$ cat src/rtl/ntt_ld_streamer.sv
// Load-side streamer for the NTT kernel: reads the twiddle table, then the polynomial in
// interleaved low/high order, and presents both as valid/ready streams from a 2-entry prefetch FIFO.
module ntt_ld_streamer #(
  parameter int unsigned pDATA_WIDTH = 128,
  parameter int unsigned pADDR_WIDTH = 11,
  parameter int unsigned pNUM_WORDS  = 128,
  parameter int unsigned pNUM_COEF   = 64,
  parameter int unsigned pLD_GAP     = 7
) (
  input  logic                   clk,
  input  logic                   rstn,
  input  logic                   start,
  input  logic [pADDR_WIDTH-1:0] cfg_coef_base,
  input  logic [pADDR_WIDTH-1:0] cfg_data_base,
  output logic                   busy,
  output logic                   done,
  output logic                   mem_en,
  output logic [pADDR_WIDTH-1:0] mem_addr,
  input  logic [pDATA_WIDTH-1:0] mem_rdata,
  output logic                   coef_vld,
  input  logic                   coef_rdy,
  output logic [pDATA_WIDTH-1:0] coef_dat,
  output logic                   ld_vld,
  input  logic                   ld_rdy,
  output logic [pDATA_WIDTH-1:0] ld_dat,
  output logic                   ld_lst
);

  localparam int unsigned Half = pNUM_WORDS / 2;
  localparam int unsigned CCW  = $clog2(pNUM_COEF + 1);
  localparam int unsigned DCW  = $clog2(pNUM_WORDS + 1);
  localparam int unsigned GCW  = (pLD_GAP > 1) ? $clog2(pLD_GAP) : 1;

  typedef enum logic [2:0] {StIdle, StCoef, StData, StGap, StDone} state_e;

  state_e                 state_q, state_d;
  logic [pADDR_WIDTH-1:0] coef_base_q, data_base_q;
  logic [CCW-1:0]         coef_rd_q, coef_tx_q;
  logic [DCW-1:0]         data_rd_q, data_tx_q;
  logic [GCW-1:0]         gap_q;
  logic                   inflight_q;
  logic [pDATA_WIDTH-1:0] fifo_q [2];
  logic                   wr_ptr_q, rd_ptr_q;
  logic [1:0]             occ_q;
  logic [pDATA_WIDTH-1:0] coef_hold_q, ld_hold_q;

  logic                   active, have, coef_hs, ld_hs, pop, room;
  logic                   owed_coef, owed_data, start_acc;
  logic [pDATA_WIDTH-1:0] head;
  logic [pADDR_WIDTH-1:0] data_off, rd_addr;

  always_comb begin
    active    = (state_q == StCoef) || (state_q == StData) || (state_q == StGap);
    have      = (occ_q != 2'd0);
    head      = fifo_q[rd_ptr_q];
    coef_vld  = (state_q == StCoef) && have;
    ld_vld    = (state_q == StData) && have;
    coef_hs   = coef_vld && coef_rdy;
    ld_hs     = ld_vld && ld_rdy;
    pop       = coef_hs || ld_hs;
    start_acc = (state_q == StIdle) && start;
    owed_coef = coef_rd_q < CCW'(pNUM_COEF);
    // Data reads wait for the last coef read so the FIFO never holds data ahead of coef.
    owed_data = !owed_coef && (data_rd_q < DCW'(pNUM_WORDS));
    // A same-cycle pop frees a slot, which keeps the coef stream free of bubbles.
    room      = ({1'b0, occ_q} + {2'b00, inflight_q}) < (3'd2 + {2'b00, pop});
    mem_en    = active && room && (owed_coef || owed_data);
    data_off  = pADDR_WIDTH'(data_rd_q >> 1) + (data_rd_q[0] ? pADDR_WIDTH'(Half) : '0);
    rd_addr   = owed_coef ? coef_base_q + pADDR_WIDTH'(coef_rd_q) : data_base_q + data_off;
    mem_addr  = mem_en ? rd_addr : '0;
    coef_dat  = coef_vld ? head : coef_hold_q;
    ld_dat    = ld_vld ? head : ld_hold_q;
    ld_lst    = ld_vld && (data_tx_q == DCW'(pNUM_WORDS - 1));
    busy      = active;
    done      = (state_q == StDone);
  end

  always_comb begin
    state_d = state_q;
    unique case (state_q)
      StIdle: if (start) state_d = StCoef;
      StCoef: if (coef_hs && (coef_tx_q == CCW'(pNUM_COEF - 1))) state_d = StData;
      StData: begin
        if (ld_hs) begin
          if (ld_lst)            state_d = StDone;
          else if (pLD_GAP != 0) state_d = StGap;
        end
      end
      StGap:  if (gap_q == GCW'(pLD_GAP - 1)) state_d = StData;
      StDone: state_d = StIdle;
      default: state_d = StIdle;
    endcase
  end

  always_ff @(posedge clk or posedge rstn) begin
    if (rstn) begin
      state_q     <= StIdle;
      coef_base_q <= '0;
      data_base_q <= '0;
      coef_rd_q   <= '0;
      coef_tx_q   <= '0;
      data_rd_q   <= '0;
      data_tx_q   <= '0;
      gap_q       <= '0;
      inflight_q  <= 1'b0;
      fifo_q[0]   <= '0;
      fifo_q[1]   <= '0;
      wr_ptr_q    <= 1'b0;
      rd_ptr_q    <= 1'b0;
      occ_q       <= 2'd0;
      coef_hold_q <= '0;
      ld_hold_q   <= '0;
    end else begin
      state_q    <= state_d;
      inflight_q <= mem_en;
      gap_q      <= (state_q == StGap) ? gap_q + GCW'(1) : '0;
      if (start_acc) begin
        coef_base_q <= cfg_coef_base;
        data_base_q <= cfg_data_base;
        coef_rd_q   <= '0;
        coef_tx_q   <= '0;
        data_rd_q   <= '0;
        data_tx_q   <= '0;
      end else begin
        if (mem_en && owed_coef) coef_rd_q <= coef_rd_q + CCW'(1);
        if (mem_en && owed_data) data_rd_q <= data_rd_q + DCW'(1);
        if (coef_hs)             coef_tx_q <= coef_tx_q + CCW'(1);
        if (ld_hs)               data_tx_q <= data_tx_q + DCW'(1);
      end
      if (inflight_q) begin
        fifo_q[wr_ptr_q] <= mem_rdata;
        wr_ptr_q         <= ~wr_ptr_q;
      end
      if (pop) rd_ptr_q <= ~rd_ptr_q;
      occ_q <= occ_q + {1'b0, inflight_q} - {1'b0, pop};
      if (coef_vld) coef_hold_q <= head;
      if (ld_vld)   ld_hold_q   <= head;
    end
  end

endmodule

$ cat config.mk
export PLATFORM = sky130hd
export DESIGN_NAME = ntt_ld_streamer
export DESIGN_NICKNAME = d
export VERILOG_FILES = /design/src/rtl/ntt_ld_streamer.sv
export SDC_FILE = /design/constraint.sdc
export NUM_CORES = 1
export LEC_CHECK = 0
export CORE_ASPECT_RATIO = 1.75
export CORE_MARGIN = 2
export CORE_UTILIZATION = 48
export CTS_BUF_LIST = sky130_fd_sc_hd__clkbuf_8 sky130_fd_sc_hd__clkbuf_16
export DETAILED_ROUTE_END_ITERATION = 8
export MAX_ROUTING_LAYER = met4
export PLACE_DENSITY = 0.8
export SLEW_MARGIN = 15
export SYNTH_ARGS = -nofsm -noshare
export SYNTH_HDL_FRONTEND = slang
export SYNTH_SLANG_ARGS = --single-unit
$ cat constraint.sdc
create_clock -name clk -period 20.2 [get_ports clk]
set_input_delay 4.04 -clock clk [delete_from_list [all_inputs] [get_ports clk]]
set_output_delay 4.04 -clock clk [all_outputs]
set_load 0.02 [all_outputs]
-- After elaboration in Yosys (flattened, before gate mapping)
Cells that the tools add are included.
- eq/ne operators: 11
- reduce and logical (&&, ||, !) cells: 25
- add/subtract/negate cells: 12
- muxes and demuxes: 26
- bitwise operators: 4
- magnitude comparators: 6
- operators by type and width (kind ; number):
    $mux W128 ; 6
    $bwmux W256 ; 1
    $demux W128 S1 ; 1
    $mux W7 ; 5
    $mux W8 ; 4
    $mux W11 ; 2
    $mux W3 ; 6
    $add A8 B1 Y8 const B ; 2
    $add A7 B1 Y7 const B ; 2
    $logic_and A1 B1 Y1 ; 13
    $pmux W3 S4 ; 1
    $add A11 B7 Y11 ; 1
    $add A11 B8 Y11 ; 1
    $reduce_bool A2 Y1 ; 5
    $add A7 B7 Y8 ; 1
    $eq A8 B7 Y1 const B ; 1
    $lt A8 B8 Y1 const B ; 1
    $eq A7 B6 Y1 const B ; 1
    $lt A7 B7 Y1 const B ; 1
    $eq A3 B2 Y1 const B ; 2
    $eq A3 B3 Y1 const B ; 2
    $ge A2 B2 Y1 const B ; 2
    $logic_or A1 B1 Y1 ; 4
    $ne A2 B1 Y1 const B ; 2
    14 further kinds ; 17
- register bits after elaboration: 575
- input port bits: 155
- output and inout port bits: 273
- logic and storage cells: 100

-- Longest topological paths before layout
- depth after elaboration: 11
- mapped depth: 10
- depth with buffers taken out: 9

-- Worst setup path after synthesis
Ideal clock, no wire load.
- path type: input port to output port
- from: input port ld_rdy
- to: output port mem_addr[10]
- setup slack: 10.694 ns
- data arrival time: 5.466 ns
- stages on the path: 6
- path through: inv_1 > or3_1 > buf_6 > a21oi_4 > o221ai_2 > a211oi_1
- longest elaborated chain between the ends: 7
- ends and longest elaborated chain (what ; line ; source):
    start, declared ; 24 ; input logic ld_rdy,
    $logic_and A1 B1 Y1 ; 59 ; ld_hs = ld_vld && ld_rdy;
    $logic_or A1 B1 Y1 ; 60 ; pop = coef_hs || ld_hs;
    $add A2 B1 Y3 ; 66 ; room = ({1'b0, occ_q} + {2'b00, inflight_q}) < (3'd2 + {2'b00, pop});
    $lt A3 B3 Y1 ; 66 ;
    $logic_and A1 B1 Y1 (2 in a row) ; 67 ; mem_en = active && room && (owed_coef || owed_data);
    $mux W11 ; 70 ; mem_addr = mem_en ? rd_addr : '0;
    end, declared ; 18 ; output logic [pADDR_WIDTH-1:0] mem_addr,
No other way between the ends.

-- Final worst setup path
- from: input port ld_rdy
- to: output port mem_addr[4]
The elaborated chain is that of the path after synthesis.

==> impl_results.md <==
- FF+latch count, synth: 575
- Setup WS pre-CTS: 9560 ps
- Min-Delay Path Class: flop to flop
- GRT overflow: 0
- Post-Synthesis Cells: 1968
- Critical path data required time: 16160 ps
- Syn. warnings: 0
- TNS Setup: 0 ps
- Post-place instance area: 28500 sq um
- Die Ht: 298 um
- Min Tclk post-route: 10660 ps
- Worst Reg2Reg Path Length in Cells: 6
- Pin count of the biggest net entering global routing: 135
- PostCTS Resize Cnt: 0
- Via count: 16.5k
- PortBufs: 427
- DP HPWL: 40900 um
- Worst vdd ir: 0.130 mV
- EDFF count, synth: 0
- Internal power: 3.77 mW
- Gpl congestion: 0.852
- Initial core utilization: between 40% and 50%
- DR WL/cell: 19.8 um
- Sequential fraction of the synthesis area: 60.7%
- Via-to-Cell Ratio: between 5 and 6
- Iter 0 DRT Violations: approximately 850
- Most common cell after layout, fill and taps aside: dfrtp_1
- Arr. time, crit path: 6620 ps
- Startpoint types: input pin
- Total Wirelength: 60600 um
- WHS: approximately 480 ps
- Die area: between 50000 and 60000 sq um
- Synth unique cells: 61
- Final setup violating endpoints: 0
- Layout cells sized above 1: 16.0%
- Final Hold Fails: 0
- Reg power frac: 31.3%
- Slew @ Worst Pin: 1120 ps
- CP max FO: 12
- CTS tree: done
- Hold wc startpoint: gap_q[0]
- Period utilisation layout: 52.8%
- Pwr dens: between 200 and 250 nW/um^2
- IO Pins: 428
- Max_slew headroom: 25.1%
- Max Cap Viol: 0
- Initial antenna violation count: 14
- Setup CP Type: input pin to primary output
- LEAKAGE: approximately 13 nW
- Gr usage total: 24.2%
- Ys async rst share: 100%
- ANT nets after route: 0
- Layout area overhead: 27.9%
- Core Rows: 107
- Finished Layout Cells: slightly above 3k
- Syn nets: 2156
- Sw Ratio: 40.4%
- Drt pass-1 iters: 7
- CTS buffer count: 52
- Vias in the first global route: 17.6k
- Reg2reg end: coef_hold_q[32]
- Avg Inst Size Synth: 12.0 sq um
- Tot Pwr: 6.32 mW
- CTS Buffer Depth: 3
- Setup WS post-layout: between 9000 and 10000 ps
- Clock root buffer: clkbuf_16
- Hold Path Stages: 1
- Max Freq: 93.8 MHz
- Nets: 2541
- Placed Instances: 2953
- Hold EP: gap_q[0]
- Worst-path clk slew: approximately 60 ps
- Logic pwr share: a little over half
- First-pass GRT wire length: 94900 um
- Die width: 172 um
- Synthesized area: roughly 24000 sq um
- CTS sink count: 575
- RSZ-0062 raised after global routing: false
- Final Slew Violations: 0
- H-tree depth: 2
- Final Core Density: 62.2%
- Commonest non-fill, non-tap cells in the layout: dfrtp_1, clkdlybuf4s50_1, nor2_1
- Switching pwr: 2.55 mW
- Reg2reg setup slack: between 15000 and 20000 ps
- Synth Flop Type: dfrtp_1
- Clock Power Share: 16.0%
- Residual DRC: 0
- Worst reg2reg startpoint: state_q[0]
- Hold-fix buffers, CTS: 0
- Setup crit end kind: primary output
- Core area: about 49000 sq um
- Worst Skew: about 16 ps
- Worst skew pair latency: just under 600 ps
- Design Area, Final: 30300 sq um
- Outcome: completed
- Post CTS Setup Buffer Count: 0
[logic make-up after synthesis]
logic type	share of synthesized area (%)
AO/OA/AOI/OAI	8.02
AND/OR/NAND/NOR	8.17
multiplexers	18.1
flip-flops	60.7
adder cells (fa/ha/maj)	1.84
XOR/XNOR	0.886
buffers and inverters	2.33
[layer usage]
metal	track usage, %	routed length, um	vias up
met5	-	0	-
met4	11.5	2600	0
met3	5.86	4110	145
met2	42.7	32600	486
met1	24.9	21400	8336
li1	-	-	7551
[synth_stat cells (3+ instances only)]
library cell	number	area, sq um
a211oi_1	6	45.0
a211oi_2	3	37.5
a21oi_1	279	1400
and3_1	6	37.5
buf_1	7	26.3
buf_2	6	30.0
clkbuf_1	98	368
dfrtp_1	575	14400
fa_1	3	60.1
ha_1	30	375
inv_1	24	90.1
mux2_2	258	2910
mux2i_1	138	1380
nand2_1	92	345
nand2b_1	10	62.6
nand3_1	20	100
nand4_1	6	37.5
nor2_1	290	1090
nor2b_1	5	31.3
nor3_1	10	50.1
o211ai_1	3	22.5
o21a_1	6	45.0
o21ai_0	16	80.1
o31ai_1	3	22.5
or3_1	3	18.8
xnor2_1	14	123
xor2_1	10	87.6
[flip-flops by register name (all words and copies together), names as in the netlist, 7 cells and up]
name and count:
data_base_q 11, coef_base_q 11, data_rd_q 8, fifo_q 256, data_tx_q 8, coef_rd_q 7, coef_hold_q 128, coef_tx_q 7
ld_hold_q 128
[power by group through the flow]
stage               Combinational (mW)  Sequential (mW)  Clock, mW
finish                            3.33             1.98       1.01
detailed placement                3.32             2.00          0
CTS                               3.35             1.98       1.03
global placement                  3.24             1.96          0
global route                      3.55             2.04       1.08
floorplan                         2.01             1.92          0
[worst max-delay path by stage]
stage          startpoint              to  slack [ps]  cells after the start
5_1_grt            ld_rdy     mem_addr[4]        9360                      7
4_1_cts            ld_rdy     mem_addr[4]        9550                      7
2_1_floorplan        rstn  coef_base_q[0]          70                      1
3_3_place_gp       ld_rdy    mem_addr[10]        9610                      7
3_5_place_dp       ld_rdy     mem_addr[4]        9560                      7
6_report           ld_rdy     mem_addr[4]        9540                      7
[layout make-up]
type / count / area [sq um]
Antenna cell: 15 / 37.5
Sequential cell: 575 / 14400
Clock buffer: 63 / 1460
Tap cell: 654 / 818
Fill cell: 3789 / 18400
Clock inverter: 28 / 289
Timing Repair Buffer: 446 / 4420
Inverter: 24 / 97.6
Multi-Input combinational cell: 1254 / 8800
[critical path, cell delays in order]
cell and delay [ps]:
clkdlybuf4s50_1 460, inv_1 80, or3_1 540, a21oi_4 260
o221ai_2 300, a211oi_1 280, clkdlybuf4s50_1 650
Power figures use the tool's default switching activity.
